[config.mk]
export PLATFORM = sky130hd
export DESIGN_NAME = mem_port_arbiter_flat
export DESIGN_NICKNAME = d
export VERILOG_FILES = /design/src/rtl/mem_port_arbiter_pkg.sv /design/src/rtl/mem_port_arbiter_if.sv /design/src/rtl/mem_lane_align.sv /design/src/rtl/mem_port_arbiter.sv /design/src/flat_wrapper.sv
export SDC_FILE = /design/constraint.sdc
export NUM_CORES = 1
export LEC_CHECK = 0
export ABC_AREA = 1
export CORE_ASPECT_RATIO = 1.4
export CORE_MARGIN = 4
export CORE_UTILIZATION = 45
export DETAILED_ROUTE_END_ITERATION = 12
export GPL_TIMING_DRIVEN = 0
export PLACE_DENSITY_LB_ADDON = 0.15
export RECOVER_POWER = 50
export SYNTH_ARGS = -nofsm -noshare
export SYNTH_HDL_FRONTEND = slang
export SYNTH_SLANG_ARGS = --single-unit
[constraint.sdc]
create_clock -name clk -period 20.9 [get_ports clk]
set_input_delay 6.27 -clock clk [delete_from_list [all_inputs] [get_ports clk]]
set_output_delay 6.27 -clock clk [all_outputs]
set_load 0.02 [all_outputs]
[src/rtl/mem_port_arbiter_pkg.sv]
// ============================================================================
// mem_port_arbiter_pkg : shared state encoding, byte-enable constants, defaults
// Revision: 1.0
// ============================================================================
`default_nettype none

package mem_port_arbiter_pkg;

    typedef enum logic [1:0] {
        ST_IDLE  = 2'd0,
        ST_LOAD  = 2'd1,
        ST_STORE = 2'd2
    } state_t;

    localparam logic [3:0] BE_WORD  = 4'b1111;
    localparam logic [3:0] BE_BYTE0 = 4'b0001;

    localparam int DEFAULT_TAG_W   = 6;
    localparam int DEFAULT_TIMEOUT = 255;

    function automatic logic [31:0] word_align(input logic [31:0] addr);
        return {addr[31:2], 2'b00};
    endfunction

endpackage

`default_nettype wire

[src/rtl/mem_port_arbiter_if.sv]
// ============================================================================
// mem_port_arbiter_if : load/store requester and memory-side bus bundle
// Revision: 1.0
// ============================================================================
`default_nettype none

interface mem_port_arbiter_if #(
    parameter int TAG_W = 6
);
    logic             ld_valid;
    logic [31:0]      ld_addr;
    logic             ld_byte;
    logic [TAG_W-1:0] ld_tag;
    logic             ld_ready;

    logic             st_valid;
    logic [31:0]      st_addr;
    logic [31:0]      st_data;
    logic             st_byte;
    logic             st_ready;

    logic             ld_done;
    logic [31:0]      ld_data;
    logic [TAG_W-1:0] ld_tag_out;

    logic             mem_req;
    logic             mem_we;
    logic [31:0]      mem_addr;
    logic [31:0]      mem_wdata;
    logic [3:0]       mem_be;
    logic             mem_ack;
    logic [31:0]      mem_rdata;

    // Arbiter side
    modport slave (
        input  ld_valid, ld_addr, ld_byte, ld_tag,
        input  st_valid, st_addr, st_data, st_byte,
        input  mem_ack, mem_rdata,
        output ld_ready, st_ready, ld_done, ld_data, ld_tag_out,
        output mem_req, mem_we, mem_addr, mem_wdata, mem_be
    );

    // Requester plus memory model side
    modport master (
        output ld_valid, ld_addr, ld_byte, ld_tag,
        output st_valid, st_addr, st_data, st_byte,
        output mem_ack, mem_rdata,
        input  ld_ready, st_ready, ld_done, ld_data, ld_tag_out,
        input  mem_req, mem_we, mem_addr, mem_wdata, mem_be
    );

endinterface

`default_nettype wire

[src/rtl/mem_lane_align.sv]
// ============================================================================
// mem_lane_align : byte-enable / write-lane generation and LB extract+sign-ext
// Revision: 1.0
// ============================================================================
`default_nettype none

module mem_lane_align
    import mem_port_arbiter_pkg::*;
(
    input  wire logic [1:0]  req_lane,
    input  wire logic        req_byte,
    input  wire logic [31:0] req_data,
    output logic      [3:0]  req_be,
    output logic      [31:0] req_wdata,

    input  wire logic [1:0]  rsp_lane,
    input  wire logic        rsp_byte,
    input  wire logic [31:0] rsp_rdata,
    output logic      [31:0] rsp_data
);

    logic [7:0] rsp_b;

    always_comb begin
        req_be    = req_byte ? (BE_BYTE0 << req_lane) : BE_WORD;
        req_wdata = req_byte ? {4{req_data[7:0]}} : req_data;

        case (rsp_lane)
            2'd0:    rsp_b = rsp_rdata[7:0];
            2'd1:    rsp_b = rsp_rdata[15:8];
            2'd2:    rsp_b = rsp_rdata[23:16];
            default: rsp_b = rsp_rdata[31:24];
        endcase
        rsp_data = rsp_byte ? {{24{rsp_b[7]}}, rsp_b} : rsp_rdata;
    end

endmodule

`default_nettype wire

[src/rtl/mem_port_arbiter.sv]
// ============================================================================
// mem_port_arbiter : round-robin load/store arbiter onto one memory port.
// Optional macro MEM_TIMEOUT_EN adds an ack wait counter and sticky mem_err.
// Revision: 1.0
// ============================================================================
`default_nettype none

module mem_port_arbiter
    import mem_port_arbiter_pkg::*;
#(
    parameter int TAG_W   = DEFAULT_TAG_W,
    parameter int TIMEOUT = DEFAULT_TIMEOUT
) (
    input  wire logic         clk,
    input  wire logic         rst,
    mem_port_arbiter_if.slave bus
`ifdef MEM_TIMEOUT_EN
    ,
    output logic              mem_err
`endif
);

    state_t           state_q, state_d;
    logic             last_ld_q, last_ld_d;
    logic             mem_req_q, mem_req_d;
    logic             mem_we_q, mem_we_d;
    logic [31:0]      mem_addr_q, mem_addr_d;
    logic [31:0]      mem_wdata_q, mem_wdata_d;
    logic [3:0]       mem_be_q, mem_be_d;
    logic [1:0]       lane_q, lane_d;
    logic             byte_q, byte_d;
    logic [TAG_W-1:0] tag_q, tag_d;
    logic             ld_done_q, ld_done_d;
    logic [31:0]      ld_data_q, ld_data_d;
    logic [TAG_W-1:0] ld_tag_out_q, ld_tag_out_d;

    logic             grant_ld, grant_st;
    logic             timed_out;
    logic             end_access;
    logic [1:0]       req_lane;
    logic             req_byte;
    logic [3:0]       req_be;
    logic [31:0]      req_wdata;
    logic [31:0]      rsp_data;

`ifdef MEM_TIMEOUT_EN
    localparam int CNT_W = (TIMEOUT < 2) ? 1 : $clog2(TIMEOUT);

    logic [CNT_W-1:0] wait_cnt_q, wait_cnt_d;
    logic             err_q, err_d;

    assign timed_out = (wait_cnt_q == CNT_W'(TIMEOUT - 1));
    assign mem_err   = err_q;
`else
    assign timed_out = 1'b0;
`endif

    // With both requesters valid, the one not granted last wins
    assign grant_ld = bus.ld_valid & (~bus.st_valid | ~last_ld_q);
    assign grant_st = bus.st_valid & (~bus.ld_valid |  last_ld_q);

    assign bus.ld_ready = ~rst & (state_q == ST_IDLE) & grant_ld;
    assign bus.st_ready = ~rst & (state_q == ST_IDLE) & grant_st;

    assign req_lane = grant_ld ? bus.ld_addr[1:0] : bus.st_addr[1:0];
    assign req_byte = grant_ld ? bus.ld_byte      : bus.st_byte;

    mem_lane_align u_lane_align (
        .req_lane  (req_lane),
        .req_byte  (req_byte),
        .req_data  (bus.st_data),
        .req_be    (req_be),
        .req_wdata (req_wdata),
        .rsp_lane  (lane_q),
        .rsp_byte  (byte_q),
        .rsp_rdata (bus.mem_rdata),
        .rsp_data  (rsp_data)
    );

    assign end_access = bus.mem_ack | timed_out;

    always_comb begin
        state_d      = state_q;
        last_ld_d    = last_ld_q;
        mem_req_d    = mem_req_q;
        mem_we_d     = mem_we_q;
        mem_addr_d   = mem_addr_q;
        mem_wdata_d  = mem_wdata_q;
        mem_be_d     = mem_be_q;
        lane_d       = lane_q;
        byte_d       = byte_q;
        tag_d        = tag_q;
        ld_done_d    = 1'b0;
        ld_data_d    = ld_data_q;
        ld_tag_out_d = ld_tag_out_q;
`ifdef MEM_TIMEOUT_EN
        wait_cnt_d   = wait_cnt_q;
        err_d        = err_q;
`endif

        case (state_q)
            ST_IDLE: begin
                if (bus.ld_ready || bus.st_ready) begin
                    state_d    = bus.ld_ready ? ST_LOAD : ST_STORE;
                    last_ld_d  = bus.ld_ready;
                    mem_req_d  = 1'b1;
                    mem_we_d   = bus.st_ready;
                    mem_addr_d = word_align(bus.ld_ready ? bus.ld_addr : bus.st_addr);
                    mem_be_d   = req_be;
                    mem_wdata_d = bus.st_ready ? req_wdata : 32'd0;
                    lane_d     = req_lane;
                    byte_d     = req_byte;
                    tag_d      = bus.ld_ready ? bus.ld_tag : tag_q;
`ifdef MEM_TIMEOUT_EN
                    wait_cnt_d = '0;
`endif
                end
            end

            ST_LOAD, ST_STORE: begin
                if (end_access) begin
                    state_d   = ST_IDLE;
                    mem_req_d = 1'b0;
                    mem_we_d  = 1'b0;
                    // A timed-out load still completes, returning zero data
                    if (state_q == ST_LOAD) begin
                        ld_done_d    = 1'b1;
                        ld_data_d    = bus.mem_ack ? rsp_data : 32'd0;
                        ld_tag_out_d = tag_q;
                    end
                end
`ifdef MEM_TIMEOUT_EN
                if (timed_out && !bus.mem_ack) begin
                    err_d = 1'b1;
                end
                if (!end_access) begin
                    wait_cnt_d = wait_cnt_q + 1'b1;
                end
`endif
            end

            default: begin
                state_d   = ST_IDLE;
                mem_req_d = 1'b0;
                mem_we_d  = 1'b0;
            end
        endcase
    end

    always_ff @(posedge clk or posedge rst) begin
        if (rst) begin
            state_q      <= ST_IDLE;
            last_ld_q    <= 1'b1;
            mem_req_q    <= 1'b0;
            mem_we_q     <= 1'b0;
            mem_addr_q   <= 32'd0;
            mem_wdata_q  <= 32'd0;
            mem_be_q     <= 4'd0;
            lane_q       <= 2'd0;
            byte_q       <= 1'b0;
            tag_q        <= '0;
            ld_done_q    <= 1'b0;
            ld_data_q    <= 32'd0;
            ld_tag_out_q <= '0;
`ifdef MEM_TIMEOUT_EN
            wait_cnt_q   <= '0;
            err_q        <= 1'b0;
`endif
        end else begin
            state_q      <= state_d;
            last_ld_q    <= last_ld_d;
            mem_req_q    <= mem_req_d;
            mem_we_q     <= mem_we_d;
            mem_addr_q   <= mem_addr_d;
            mem_wdata_q  <= mem_wdata_d;
            mem_be_q     <= mem_be_d;
            lane_q       <= lane_d;
            byte_q       <= byte_d;
            tag_q        <= tag_d;
            ld_done_q    <= ld_done_d;
            ld_data_q    <= ld_data_d;
            ld_tag_out_q <= ld_tag_out_d;
`ifdef MEM_TIMEOUT_EN
            wait_cnt_q   <= wait_cnt_d;
            err_q        <= err_d;
`endif
        end
    end

    assign bus.mem_req    = mem_req_q;
    assign bus.mem_we     = mem_we_q;
    assign bus.mem_addr   = mem_addr_q;
    assign bus.mem_wdata  = mem_wdata_q;
    assign bus.mem_be     = mem_be_q;
    assign bus.ld_done    = ld_done_q;
    assign bus.ld_data    = ld_data_q;
    assign bus.ld_tag_out = ld_tag_out_q;

endmodule

`default_nettype wire

[src/flat_wrapper.sv]
// flat-port wrapper written by rule: the top's interface ports become plain ports
module mem_port_arbiter_flat import mem_port_arbiter_pkg::*;
#(
    parameter int TAG_W   = DEFAULT_TAG_W,
    parameter int TIMEOUT = DEFAULT_TIMEOUT
)
  (clk, rst, bus_ld_valid, bus_ld_addr, bus_ld_byte, bus_ld_tag, bus_st_valid, bus_st_addr, bus_st_data, bus_st_byte, bus_mem_ack, bus_mem_rdata, bus_ld_ready, bus_st_ready, bus_ld_done, bus_ld_data, bus_ld_tag_out, bus_mem_req, bus_mem_we, bus_mem_addr, bus_mem_wdata, bus_mem_be);
  mem_port_arbiter_if #(.TAG_W(TAG_W)) bus_i ();
  input  wire logic clk;
  input  wire logic rst;
  input wire logic [$bits(bus_i.ld_valid)-1:0] bus_ld_valid;
  input wire logic [$bits(bus_i.ld_addr)-1:0] bus_ld_addr;
  input wire logic [$bits(bus_i.ld_byte)-1:0] bus_ld_byte;
  input wire logic [$bits(bus_i.ld_tag)-1:0] bus_ld_tag;
  input wire logic [$bits(bus_i.st_valid)-1:0] bus_st_valid;
  input wire logic [$bits(bus_i.st_addr)-1:0] bus_st_addr;
  input wire logic [$bits(bus_i.st_data)-1:0] bus_st_data;
  input wire logic [$bits(bus_i.st_byte)-1:0] bus_st_byte;
  input wire logic [$bits(bus_i.mem_ack)-1:0] bus_mem_ack;
  input wire logic [$bits(bus_i.mem_rdata)-1:0] bus_mem_rdata;
  output wire logic [$bits(bus_i.ld_ready)-1:0] bus_ld_ready;
  output wire logic [$bits(bus_i.st_ready)-1:0] bus_st_ready;
  output wire logic [$bits(bus_i.ld_done)-1:0] bus_ld_done;
  output wire logic [$bits(bus_i.ld_data)-1:0] bus_ld_data;
  output wire logic [$bits(bus_i.ld_tag_out)-1:0] bus_ld_tag_out;
  output wire logic [$bits(bus_i.mem_req)-1:0] bus_mem_req;
  output wire logic [$bits(bus_i.mem_we)-1:0] bus_mem_we;
  output wire logic [$bits(bus_i.mem_addr)-1:0] bus_mem_addr;
  output wire logic [$bits(bus_i.mem_wdata)-1:0] bus_mem_wdata;
  output wire logic [$bits(bus_i.mem_be)-1:0] bus_mem_be;
  assign bus_i.ld_valid = bus_ld_valid;
  assign bus_i.ld_addr = bus_ld_addr;
  assign bus_i.ld_byte = bus_ld_byte;
  assign bus_i.ld_tag = bus_ld_tag;
  assign bus_i.st_valid = bus_st_valid;
  assign bus_i.st_addr = bus_st_addr;
  assign bus_i.st_data = bus_st_data;
  assign bus_i.st_byte = bus_st_byte;
  assign bus_i.mem_ack = bus_mem_ack;
  assign bus_i.mem_rdata = bus_mem_rdata;
  assign bus_ld_ready = bus_i.ld_ready;
  assign bus_st_ready = bus_i.st_ready;
  assign bus_ld_done = bus_i.ld_done;
  assign bus_ld_data = bus_i.ld_data;
  assign bus_ld_tag_out = bus_i.ld_tag_out;
  assign bus_mem_req = bus_i.mem_req;
  assign bus_mem_we = bus_i.mem_we;
  assign bus_mem_addr = bus_i.mem_addr;
  assign bus_mem_wdata = bus_i.mem_wdata;
  assign bus_mem_be = bus_i.mem_be;
  mem_port_arbiter #(.TAG_W(TAG_W), .TIMEOUT(TIMEOUT)) u_core (.clk(clk), .rst(rst), .bus(bus_i));
endmodule
==> flow_summary.json, run 1 <==
{
  "status": "finished, violations left",
  "violations": "max-capacitance violations, max-slew violations",
  "cts_root_buffer": "clkbuf_16",
  "grt_pass1_vias": 5611,
  "antenna_found_initial": 0,
  "grt_max_degree": 73,
  "clock_latency_ps": 410,
  "synth_most_common_cell": "nand2_1",
  "htreeDepth": 4,
  "rsz0062_at_grt": "no",
  "crit_fanout": 72,
  "vdd_drop_max_v": 0.0000846,
  "p_int_uw": 782,
  "crit_required_ps": 14630,
  "worst_slack_ps": 4100,
  "diodes": 0,
  "synth_area_leader_cell": "dfrtp_1",
  "ant_nets": 0,
  "cts_resized": 0,
  "synth_edf_count": 0,
  "critPathArrivalTime_ps": 10530,
  "p_leak_nw": 4.27,
  "die-area_mm2": 0.0146,
  "initial_core_util": 0.461,
  "cts_tree": "built",
  "routed-via-count": 5632,
  "nFillCells": 1012,
  "cp_cell_sequence": "dlygate4sd3_1 > clkinvlp_2 > buf_16 > nand2_1 > nor2_4 > buf_6 > buf_2 > clkdlybuf4s50_1",
  "clockBufferDepth": 2,
  "slew_headroom": -0.524,
  "placed_area_mm2": 0.00841,
  "critical-path-top-delay-family": "buffers and inverters",
  "hold_class": "flop to flop",
  "skew_ps": 10.7,
  "rows": 48,
  "io_pins": 252,
  "drive_above_1_share": 0.0885,
  "die_x_um": 103,
  "ys_seq_area_frac": 0.522,
  "synthDistinctLibCells": 27,
  "clock_power_share": 0.214,
  "post_cts_buffers": 0,
  "cts-hold-fix-buffers": 0,
  "synth_area_mm2": 0.00571,
  "syn2layout_area_growth_pct": 57.3,
  "dr.pass1.iters": 5,
  "max_freq_mhz": 59.5,
  "p_comb_frac": 0.481,
  "cp-end-kind": "output pin",
  "drt_iter0_markers": 232,
  "switching_power_uw": 521,
  "p_per_area_mw_per_mm2": 145,
  "path_buf_inv": 6,
  "gp_congestion": 0.859,
  "drv_slew": 50,
  "avgSynthCellArea_um2": 7.88,
  "yosys_warnings": 0,
  "vias_per_cell": 4.87,
  "final_area_mm2": 0.00898,
  "critPathKind": "primary input to output pin",
  "tightest_slew_ps": 2270,
  "async_flop_share": 1.00,
  "ys_ff_latch": 119,
  "slowest_delay_ps": 1730,
  "grtUsageTotal": 0.245,
  "netSwitchingFraction": 0.400,
  "wl_per_cell_um": 15.1,
  "postRouteWirelength_um": 17500,
  "overflow": 0,
  "total_power_mw": 1.30,
  "period_share": 0.804,
  "crit_path_start_kind": "primary input",
  "pre_cts_ws_ps": 5700,
  "cap_violations": 1,
  "fp.dieH_um": 141,
  "hpwl_um": 13500,
  "fin_crit_ps": 16800,
  "drc": 0,
  "yosys.area.top_type_share": 0.517,
  "clk_pin_slew_ps": 50,
  "synthCells": 724,
  "finalHoldViolations": 0,
  "cp_slowest_cell": "clkinvlp_2",
  "cts.sinks": 119,
  "layout.nets": 1136,
  "core_mm2": 0.0124,
  "yosys-top-cells-area": "dfrtp_1 (52%), nand2_1 (17%), a21oi_1 (5.6%)",
  "synth_flop_cell": "dfrtp_1",
  "tns_ps": 0,
  "power_frac_seq": 0.305,
  "cts_buffers": 17,
  "setup_viol": 0,
  "grt_pass1_wl_um": 27900,
  "synth_commonest_cells": "nand2_1 (262), dfrtp_1 (118), a21oi_1 (64)",
  "io_buffers": 248
}
## area by class of cell
cell class              instances  area [um^2]  share of cell area
repair buffers                249         2510               0.280
well taps                     150          188              0.0209
multi-input cells             512         2250               0.251
flip-flops and latches        119         2980               0.332
inverters                      50          189              0.0210
plain buffers                  44          290              0.0323
clock buffers                  17          425              0.0474
clock inverters                15          144              0.0160
## sequential cells by signal, summed over array words and instances (netlist names), 2 cells and up
name and flops:
u_core.bus.mem_be 4, u_core.bus.mem_addr 30, u_core.state_q 2, u_core.bus.ld_data 32
u_core.lane_q 2, u_core.bus.ld_tag_out 6, u_core.bus.mem_wdata 32, u_core.tag_q 6
## metrics by stage
step,util,cells,hold slack [ps]
finish,0.726,1156,468
global route,0.726,1156,500
CTS,0.726,1156,472
detailed placement,0.680,1124,458
global placement,0.677,1123,453
floorplan,-,725,442
## logic make-up after synthesis
family / share of synthesized area
AO/OA/AOI/OAI: 0.130
adder cells (fa/ha/maj): 0.00438
buffers and inverters: 0.0842
flip-flops: 0.522
other: 0.000657
AND/OR/NAND/NOR: 0.258
## cell usage in the layout (no fill, tap or decap), types with 3 or more instances in the layout
cell type        count
o21ai_0             29
nand2_1            262
nand3_1             32
buf_4                8
buf_6               10
o21ai_1             54
nand2_2              9
nand2_4              3
buf_2               14
clkbuf_16           17
inv_2                3
clkinvlp_4           3
nor2_1              47
clkbuf_1             9
clkdlybuf4s50_1    231
dfrtp_1            118
inv_6                4
a21oi_1             64
clkinv_4             4
inv_1               45
dlygate4sd3_1       17
## worst register-to-register path, stage by stage (launching register included)
cell and delay [ps]:
dfrtp_1 370, inv_1 70, ha_1 130, nand2_1 180, inv_1 230, clkbuf_1 410, nor2_1 90, a21oi_1 140
## path summary, 6_finish.rpt
kind / from / end / slack (ps) / cells after the start
worst max-delay path: rst / bus_ld_ready / 4100 / 8
max in group asynchronous: rst / u_core.last_ld_q / 12830 / 3
worst min register to register: u_core.bus.mem_we / u_core.bus.mem_we / 470 / 2
min in group asynchronous: rst / u_core.bus.mem_addr[22] / 6970 / 2
worst max register to register: u_core.state_q[1] / u_core.bus.ld_data[3] / 19190 / 7
worst min-delay path: u_core.bus.mem_we / u_core.bus.mem_we / 470 / 2
## power by group through the flow
stage	registers [mW]	logic, mW	clock network, mW
final	0.398	0.627	0.279
after floorplan	0.519	0.212	0
after CTS	0.399	0.639	0.283
after detailed placement	0.401	0.636	0
after global routing	0.413	0.682	0.294
after global placement	0.399	0.627	0
## layer usage
metal | share of wire | global-route usage | routed length, um | vias up
met1 | 0.38 | 0.286 | 6670 | 2561
li1 | - | - | - | 2841
met2 | 0.51 | 0.421 | 8950 | 203
met5 | 0 | 0 | 0 | -
met4 | 0.021 | 0.0750 | 359 | 0
met3 | 0.085 | 0.0797 | 1490 | 27
No activity file was read; power rests on OpenSTA's default activity.
==> inputs of run 2 (changes only) <==
--- a/config.mk
+++ b/config.mk
@@ -8,7 +8,7 @@
 export ABC_AREA = 1
 export CORE_ASPECT_RATIO = 1.4
 export CORE_MARGIN = 4
-export CORE_UTILIZATION = 45
+export CORE_UTILIZATION = 38
 export DETAILED_ROUTE_END_ITERATION = 12
 export GPL_TIMING_DRIVEN = 0
 export PLACE_DENSITY_LB_ADDON = 0.15
==> constraint.sdc (replaced) <==
create_clock -name clk -period 14.76 [get_ports clk]
set_input_delay 4.428 -clock clk [delete_from_list [all_inputs] [get_ports clk]]
set_output_delay 4.428 -clock clk [all_outputs]
set_load 0.02 [all_outputs]
==> run 2 against run 1 <==
Net effect:
- the run now ends clean
- first-iteration DRC count increased by 24%
- sequential share of layout area decreased by 0.23 points
- critical path depth unchanged
- via count down 1.2%
- sequential power is 41% higher
- power grew 42%
- cell area rose by 0.68%
- core utilization fell by 11 points
- final cell count grew 3.4%
- sequential cell count is the same
- clock skew increased by 0.94 ps
- critical path type unchanged
- highest routed layer unchanged
==> flow_summary.json, run 2 (synthesized netlist as in run 1, its figures left out) <==
{
  "grt_max_degree": 65,
  "wl_per_cell_um": 15.0,
  "clk_pin_slew_ps": 60,
  "cts_resized": 0,
  "dr.pass1.iters": 4,
  "p_leak_nw": 4.28,
  "clock_power_share": 0.218,
  "use_met1": 0.236,
  "grtUsageTotal": 0.210,
  "hold_class": "flop to flop",
  "crit_required_ps": 10330,
  "diodes": 0,
  "fin_crit_ps": 11560,
  "fin_util": 0.620,
  "p_per_area_mw_per_mm2": 205,
  "drv_slew": 0,
  "power_frac_seq": 0.304,
  "critPathArrivalTime_ps": 7130,
  "vdd_drop_max_v": 0.000105,
  "critPathKind": "primary input to output pin",
  "cts.sinks": 119,
  "drt_iter0_markers": 287,
  "cp-end-kind": "output pin",
  "postRouteWirelength_um": 17900,
  "met2_usage": 0.374,
  "vias_per_cell": 4.66,
  "period_share": 0.783,
  "p_comb_frac": 0.478,
  "routed-via-count": 5563,
  "hpwl_um": 14000,
  "clockBufferDepth": 2,
  "grtUsageMet3": 0.0625,
  "layout_commonest_cell": "nand2_1",
  "rsz0062_at_grt": "no",
  "crit_path_start_kind": "primary input",
  "io_pins": 252,
  "cts_root_buffer": "clkbuf_16",
  "cts_tree": "built",
  "die_x_um": 112,
  "io_buffers": 248,
  "syn2layout_area_growth_pct": 58.4,
  "drc": 0,
  "tightest_slew_ps": 564,
  "grt_pass1_vias": 5473,
  "gp_congestion": 0.868,
  "busiest_layer": "met2",
  "die-area_mm2": 0.0171,
  "post_cts_buffers": 0,
  "clock_latency_ps": 410,
  "crit_fanout": 64,
  "switching_power_uw": 738,
  "fp.dieH_um": 153,
  "whs_ps": 466,
  "p_int_mw": 1.11,
  "ant_nets": 0,
  "grt_pass1_wl_um": 28600,
  "nFillCells": 1343,
  "cts_buffers": 17,
  "netSwitchingFraction": 0.399,
  "status": "finished, final reports clean",
  "max_freq_mhz": 86.5,
  "mostFrequentLayoutCells": "nand2_1 (262), clkdlybuf4s50_1 (231), dfrtp_1 (118)",
  "antenna_found_initial": 0,
  "htreeDepth": 4,
  "rows": 52,
  "cap_violations": 0,
  "setup_viol": 0,
  "initial_core_util": 0.392,
  "layout.nets": 1136,
  "overflow": 0,
  "drive_above_1_share": 0.0885,
  "slew_headroom": 0.621,
  "finalHoldViolations": 0,
  "skew_ps": 11.7,
  "dp.cells": 1163,
  "cts-hold-fix-buffers": 0,
  "core_mm2": 0.0146,
  "finalNonFillerCells": 1195,
  "tns_ps": 0
}
-- run 2: changes by cell type in the layout (fill, tap and decap cells not counted) --
cell and change:
clkbuf_8 +1, clkinv_2 -1, clkinv_4 -3, clkinvlp_2 -1, inv_6 +4
-- run 2: critical path: stages --
cell	delay, ps
dlygate4sd3_1	600
inv_6	420
buf_16	350
nand2_1	150
nor2_4	130
buf_6	150
buf_2	230
clkdlybuf4s50_1	640
-- run 2: cell type report --
type	instances	area, um^2	share of cell area
well taps	189	236	0.0262
clock inverters	14	139	0.0154
multi-input cells	512	2250	0.249
clock buffers	18	439	0.0486
repair buffers	249	2510	0.278
flip-flops and latches	119	2980	0.330
plain buffers	44	290	0.0321
inverters	50	193	0.0213
-- run 2: final timing paths --
path	from	endpoint	slack [ps]	depth (start not counted)
worst min register to register	u_core.bus.mem_wdata[3]	u_core.bus.mem_wdata[3]	470	2
worst max-delay path	rst	bus_ld_ready	3200	8
min in group asynchronous	rst	u_core.bus.mem_addr[21]	4600	2
max in group asynchronous	rst	u_core.last_ld_q	9460	3
worst min-delay path	u_core.bus.mem_wdata[3]	u_core.bus.mem_wdata[3]	470	2
worst max register to register	u_core.state_q[1]	u_core.bus.ld_data[4]	13010	7
-- run 2: power by group through the flow --
| stage | clock [mW] | sequential, mW | combinational, mW |
|---|---|---|---|
| 6_report | 0.404 | 0.563 | 0.885 |
| 5_1_grt | 0.426 | 0.584 | 0.963 |
| 4_1_cts | 0.411 | 0.566 | 0.906 |
| 3_5_place_dp | 0 | 0.569 | 0.902 |
| 3_3_place_gp | 0 | 0.565 | 0.894 |
| 2_1_floorplan | 0 | 0.735 | 0.301 |
-- run 2: stage by stage --
step                setup WS, ps  power [mW]  area, um^2
detailed placement          3230        1.47        8460
finish                      3200        1.85        9040
CTS                         3210        1.88        9040
global route                2950        1.97        9040
global placement             132        1.46        8430
floorplan                   2460        1.04        5710
-- run 2: per-layer routing --
metal / wire length, um / part of all wire / vias to the layer above
met5: 0 / 0 / -
met4: 440 / 0.025 / 0
li1: - / - / 2842
met1: 7010 / 0.39 / 2514
met3: 1240 / 0.069 / 24
met2: 9210 / 0.51 / 183
==> RTL change 1 (flow settings as in run 2) <==
Make the reset (`rst`) synchronous in one clocked block.
--- a/src/rtl/mem_port_arbiter.sv
+++ b/src/rtl/mem_port_arbiter.sv
@@ -147,7 +147,7 @@
         endcase
     end
 
-    always_ff @(posedge clk or posedge rst) begin
+    always_ff @(posedge clk) begin
         if (rst) begin
             state_q      <= ST_IDLE;
             last_ld_q    <= 1'b1;
Behaviour: differs if rst is asserted again (counterexample within 4 cycles, from zero or initial values and one cycle with rst high); with rst held inactive, the same outputs for 4 cycles.
==> RTL change 1 against run 2 <==
  * Register-to-register slack worse by 0.42 ns
  * Non-clock buffer count is 8 higher
  * Core utilization is 2.6 points higher
  * Synthesized cell count is 5.0% lower
  * Final area is 7.6% lower
  * Synthesized area is 12% lower
  * Final cell count is 3.9% lower
  * Worst setup slack better by 0.59 ns
  * Count of clock-buffer cells in the layout is 1 lower
  * Sequential cell count stayed put
  * Wire length is 3.5% higher
  * Critical endpoint unchanged
  * Highest routed layer is now met5
Power is not compared: it rests on default switching activity, and its combinational part moved more than twofold at a synthesized area within 25%.
==> RTL change 1: results (changes against run 2) <==
- Status: finished, final reports clean
- DRT iter0 DRCs: 286 (-0.35%)
- Worst Path Arrival: 6.54 ns (-0.59 ns)
- Port buffer count: 249 (+0.40%)
- Commonest cells post-synth: nand2_1 (177), a21oi_1 (140), dfxtp_1 (119)
- Routed length on met1: 6840 µm (-2.4%)
- Top area cells in the synthesized netlist: dfxtp_1 (47%), a21oi_1 (14%), nand2_1 (13%), o21ai_0 (11%), nand3_1 (3.2%)
- Non-clk bufs: 301 (+2.7%)
- Synth cell types: 25 (-7.4%)
- Worst path max stage delay: 0.69 ns (+0.05 ns)
- Share of cells above drive strength 1: 6.49% (-2.4 points)
- Post-synthesis compound-gate area fraction: 26.0% (+13 points)
- Final #Nets: 1,100 (-3.2%)
- Clock Skews: 0.0107 ns (-0.000965 ns)
- Seq area share: 28.5% (-4.4 points)
- Initial antenna violation count: 1 (+1)
- Routing usage on met2: 42.5% (+5.1 points)
- Filler cell count in the final layout: 1,150 (-14%)
- ClkCell Share: 7.50% (+1.1 points)
- Setup WS pre-CTS: 4.07 ns (+0.847 ns)
- WL/cell: 16.1 µm (+7.7%)
- Post-Layout Cell Count: 1,148 (-3.9%)
- Adder-Cell Fraction of Synth Area: 0.497% (+0.059 points)
- #MultiIn Comb: 497 (-2.9%)
- Tap Cells: 178 (-5.8%)
- Met2 WL: 9180 µm (-0.29%)
- Top Metal Used: met5
- Critical Path Fanout Max: 10 (-84%)
- Detailed-placement wirelength estimate: 14,000 µm (about the same)
[RTL change 1: cell types whose count changed after synthesis, sizes merged, moves of 9 or more]
cell / before / now
dfxtp: 0 / 119
dfrtp: 118 / 0
nand2: 274 / 182
a21oi: 64 / 140
nor2: 49 / 13
o21ai: 83 / 114
inv: 49 / 20
clkbuf: 8 / 25
buf: 36 / 27
[RTL change 1: final timing paths]
| path | startpoint | to | slack, ns | cells past startpoint |
|---|---|---|---|---|
| max | bus_st_valid | bus_ld_ready | 3.79 | 6 |
| min reg2reg | u_core.bus.mem_wdata[4] | u_core.bus.mem_wdata[4] | 0.46 | 2 |
| min | u_core.bus.mem_wdata[4] | u_core.bus.mem_wdata[4] | 0.46 | 2 |
| max reg2reg | u_core.state_q[0] | u_core.bus.mem_be[3] | 12.59 | 8 |
[RTL change 1: power by group]
group	leakage, nW	internal, mW	switching [mW]	total, mW
logic	2.18	0.0961	0.118	0.214
registers	0.971	0.347	0.0115	0.359
clock network	0.288	0.283	0.157	0.440
==> RTL change 2 (config.mk and constraints of run 2) <==
Made on the original files. `DEFAULT_TAG_W`: 6 -> 12.
--- a/src/rtl/mem_port_arbiter_pkg.sv
+++ b/src/rtl/mem_port_arbiter_pkg.sv
@@ -15,7 +15,7 @@
     localparam logic [3:0] BE_WORD  = 4'b1111;
     localparam logic [3:0] BE_BYTE0 = 4'b0001;
 
-    localparam int DEFAULT_TAG_W   = 6;
+    localparam int DEFAULT_TAG_W   = 12;
     localparam int DEFAULT_TIMEOUT = 255;
 
     function automatic logic [31:0] word_align(input logic [31:0] addr);
Ports: changed (resized bus_ld_tag and bus_ld_tag_out); port bits go from 252 to 264. The function was not compared with the original's and may differ.
==> RTL change 2 against run 2 <==
  * Die area grew 4.0%
  * Clock power grew 6.7%
  * Final area grew 4.4%
  * Combinational power grew 5.9%
  * Synthesized area grew 4.3%
  * Register-to-register slack lost 0.13 ns
  * Worst setup slack lost 0.062 ns
  * Power grew 7.5%
  * Critical path depth is the same
  * Sequential power grew 11%
  * Core utilization grew 0.097 points
  * Hold slack lost 0.0013 ns
  * Wire length grew 7.4%
  * Sequential cell count grew 12
  * Critical endpoint unchanged
  * Largest cell class unchanged
  * Largest power group unchanged
==> RTL change 2: results (changes against run 2) <==
- Status: finished, final reports clean
- Routed length on met1: 7590 µm (+8.3%)
- Max-slew headroom: 66.4% (+4.3 points)
- ClkCell Share: 6.38% (-0.015 points)
- Seq cells: 131 (+10%)
- Post-synthesis compound-gate area fraction: 13.5% (+0.47 points)
- GRT Util Overall: 21.9% (+0.90 points)
- First-pass GRT wire length: 30,700 µm (+7.2%)
- Worst Path Arrival: 7.19 ns (+0.06 ns)
- R2r endpoint: u_core.bus.ld_data[14]
- Final #Nets: 1,170 (+3.0%)
- Met2 WL: 9690 µm (+5.2%)
- Combinational fraction of design power: 47.1% (-0.7 points)
- Routing usage on met2: 37.2% (-0.21 points)
- Adder-Cell Fraction of Synth Area: 0.420% (-0.018 points)
- Met3 global-route usage: 7.45% (+1.2 points)
- Non-clk bufs: 308 (+5.1%)
- Top area cells in the synthesized netlist: dfrtp_1 (55%), nand2_1 (16%), a21oi_1 (7.9%), nor2_1 (4.9%), o21ai_0 (4.1%)
- Metal3 WL: 1490 µm (+20%)
- Switching Share: 38.5% (-1.3 points)
- #MultiIn Comb: 538 (+5.1%)
- Seq pwr share: 31.3% (+0.9 points)
- Vias in the first global route: 5,897 (+7.7%)
- Wirelength, routed: 19,200 µm (+7.4%)
- Filler cell count in the final layout: 1,380 (+2.8%)
- Port buffer count: 260 (+4.8%)
- Seq/Total Area, Yosys: 55.1% (+2.9 points)
- Global-route met1 utilization: 25.8% (+2.2 points)
- Share of cells above drive strength 1: 7.16% (-1.7 points)
- Comb group: 0.937 mW (+5.9%)
- CLK BUF: 21 (+3)
- Multi-input logic area: 2320 µm² (+3.2%)
- Critical Path Fanout Max: 84 (+31%)
- Inverters: 25 (-50%)
- Buffering overhead: 30.6% (-0.35 points)
- Flop2flop setup slack: 12.88 ns (-0.13 ns)
- Worst Reg-to-Reg Cells: 6 (-1)
- Synth cell types: 24 (-11%)
- Commonest cells post-synth: nand2_1 (251), dfrtp_1 (130), a21oi_1 (94)
- Worst r2r src: u_core.state_q[0]
- Detailed-placement wirelength estimate: 14,500 µm (+2.9%)
- Clock Skews: 0.00564 ns (-0.00604 ns)
-- RTL change 2: cell count changes after synthesis, moves of 4 or more --
cell / run 2 / this run
clkbuf_1: 6 / 14
nor2_1: 47 / 78
inv_1: 46 / 21
nand2_2: 9 / 5
buf_6: 10 / 5
nand2_1: 262 / 251
dfrtp_1: 118 / 130
o21ai_1: 54 / 16
o21ai_0: 29 / 49
a21oi_1: 64 / 94
-- RTL change 2: through the flow --
step | hold WS, ns | util, % | cells | setup WS [ns] | area, µm²
after floorplan | 0.442 | - | 741 | 2.45 | 5960
after global placement | 0.455 | 57.9 | 1193 | 0.0571 | 8800
after detailed placement | 0.457 | 58.2 | 1194 | 3.18 | 8830
after CTS | 0.472 | 62.1 | 1225 | 3.15 | 9430
after global routing | 0.480 | 62.1 | 1225 | 2.84 | 9430
final | 0.465 | 62.1 | 1225 | 3.14 | 9430
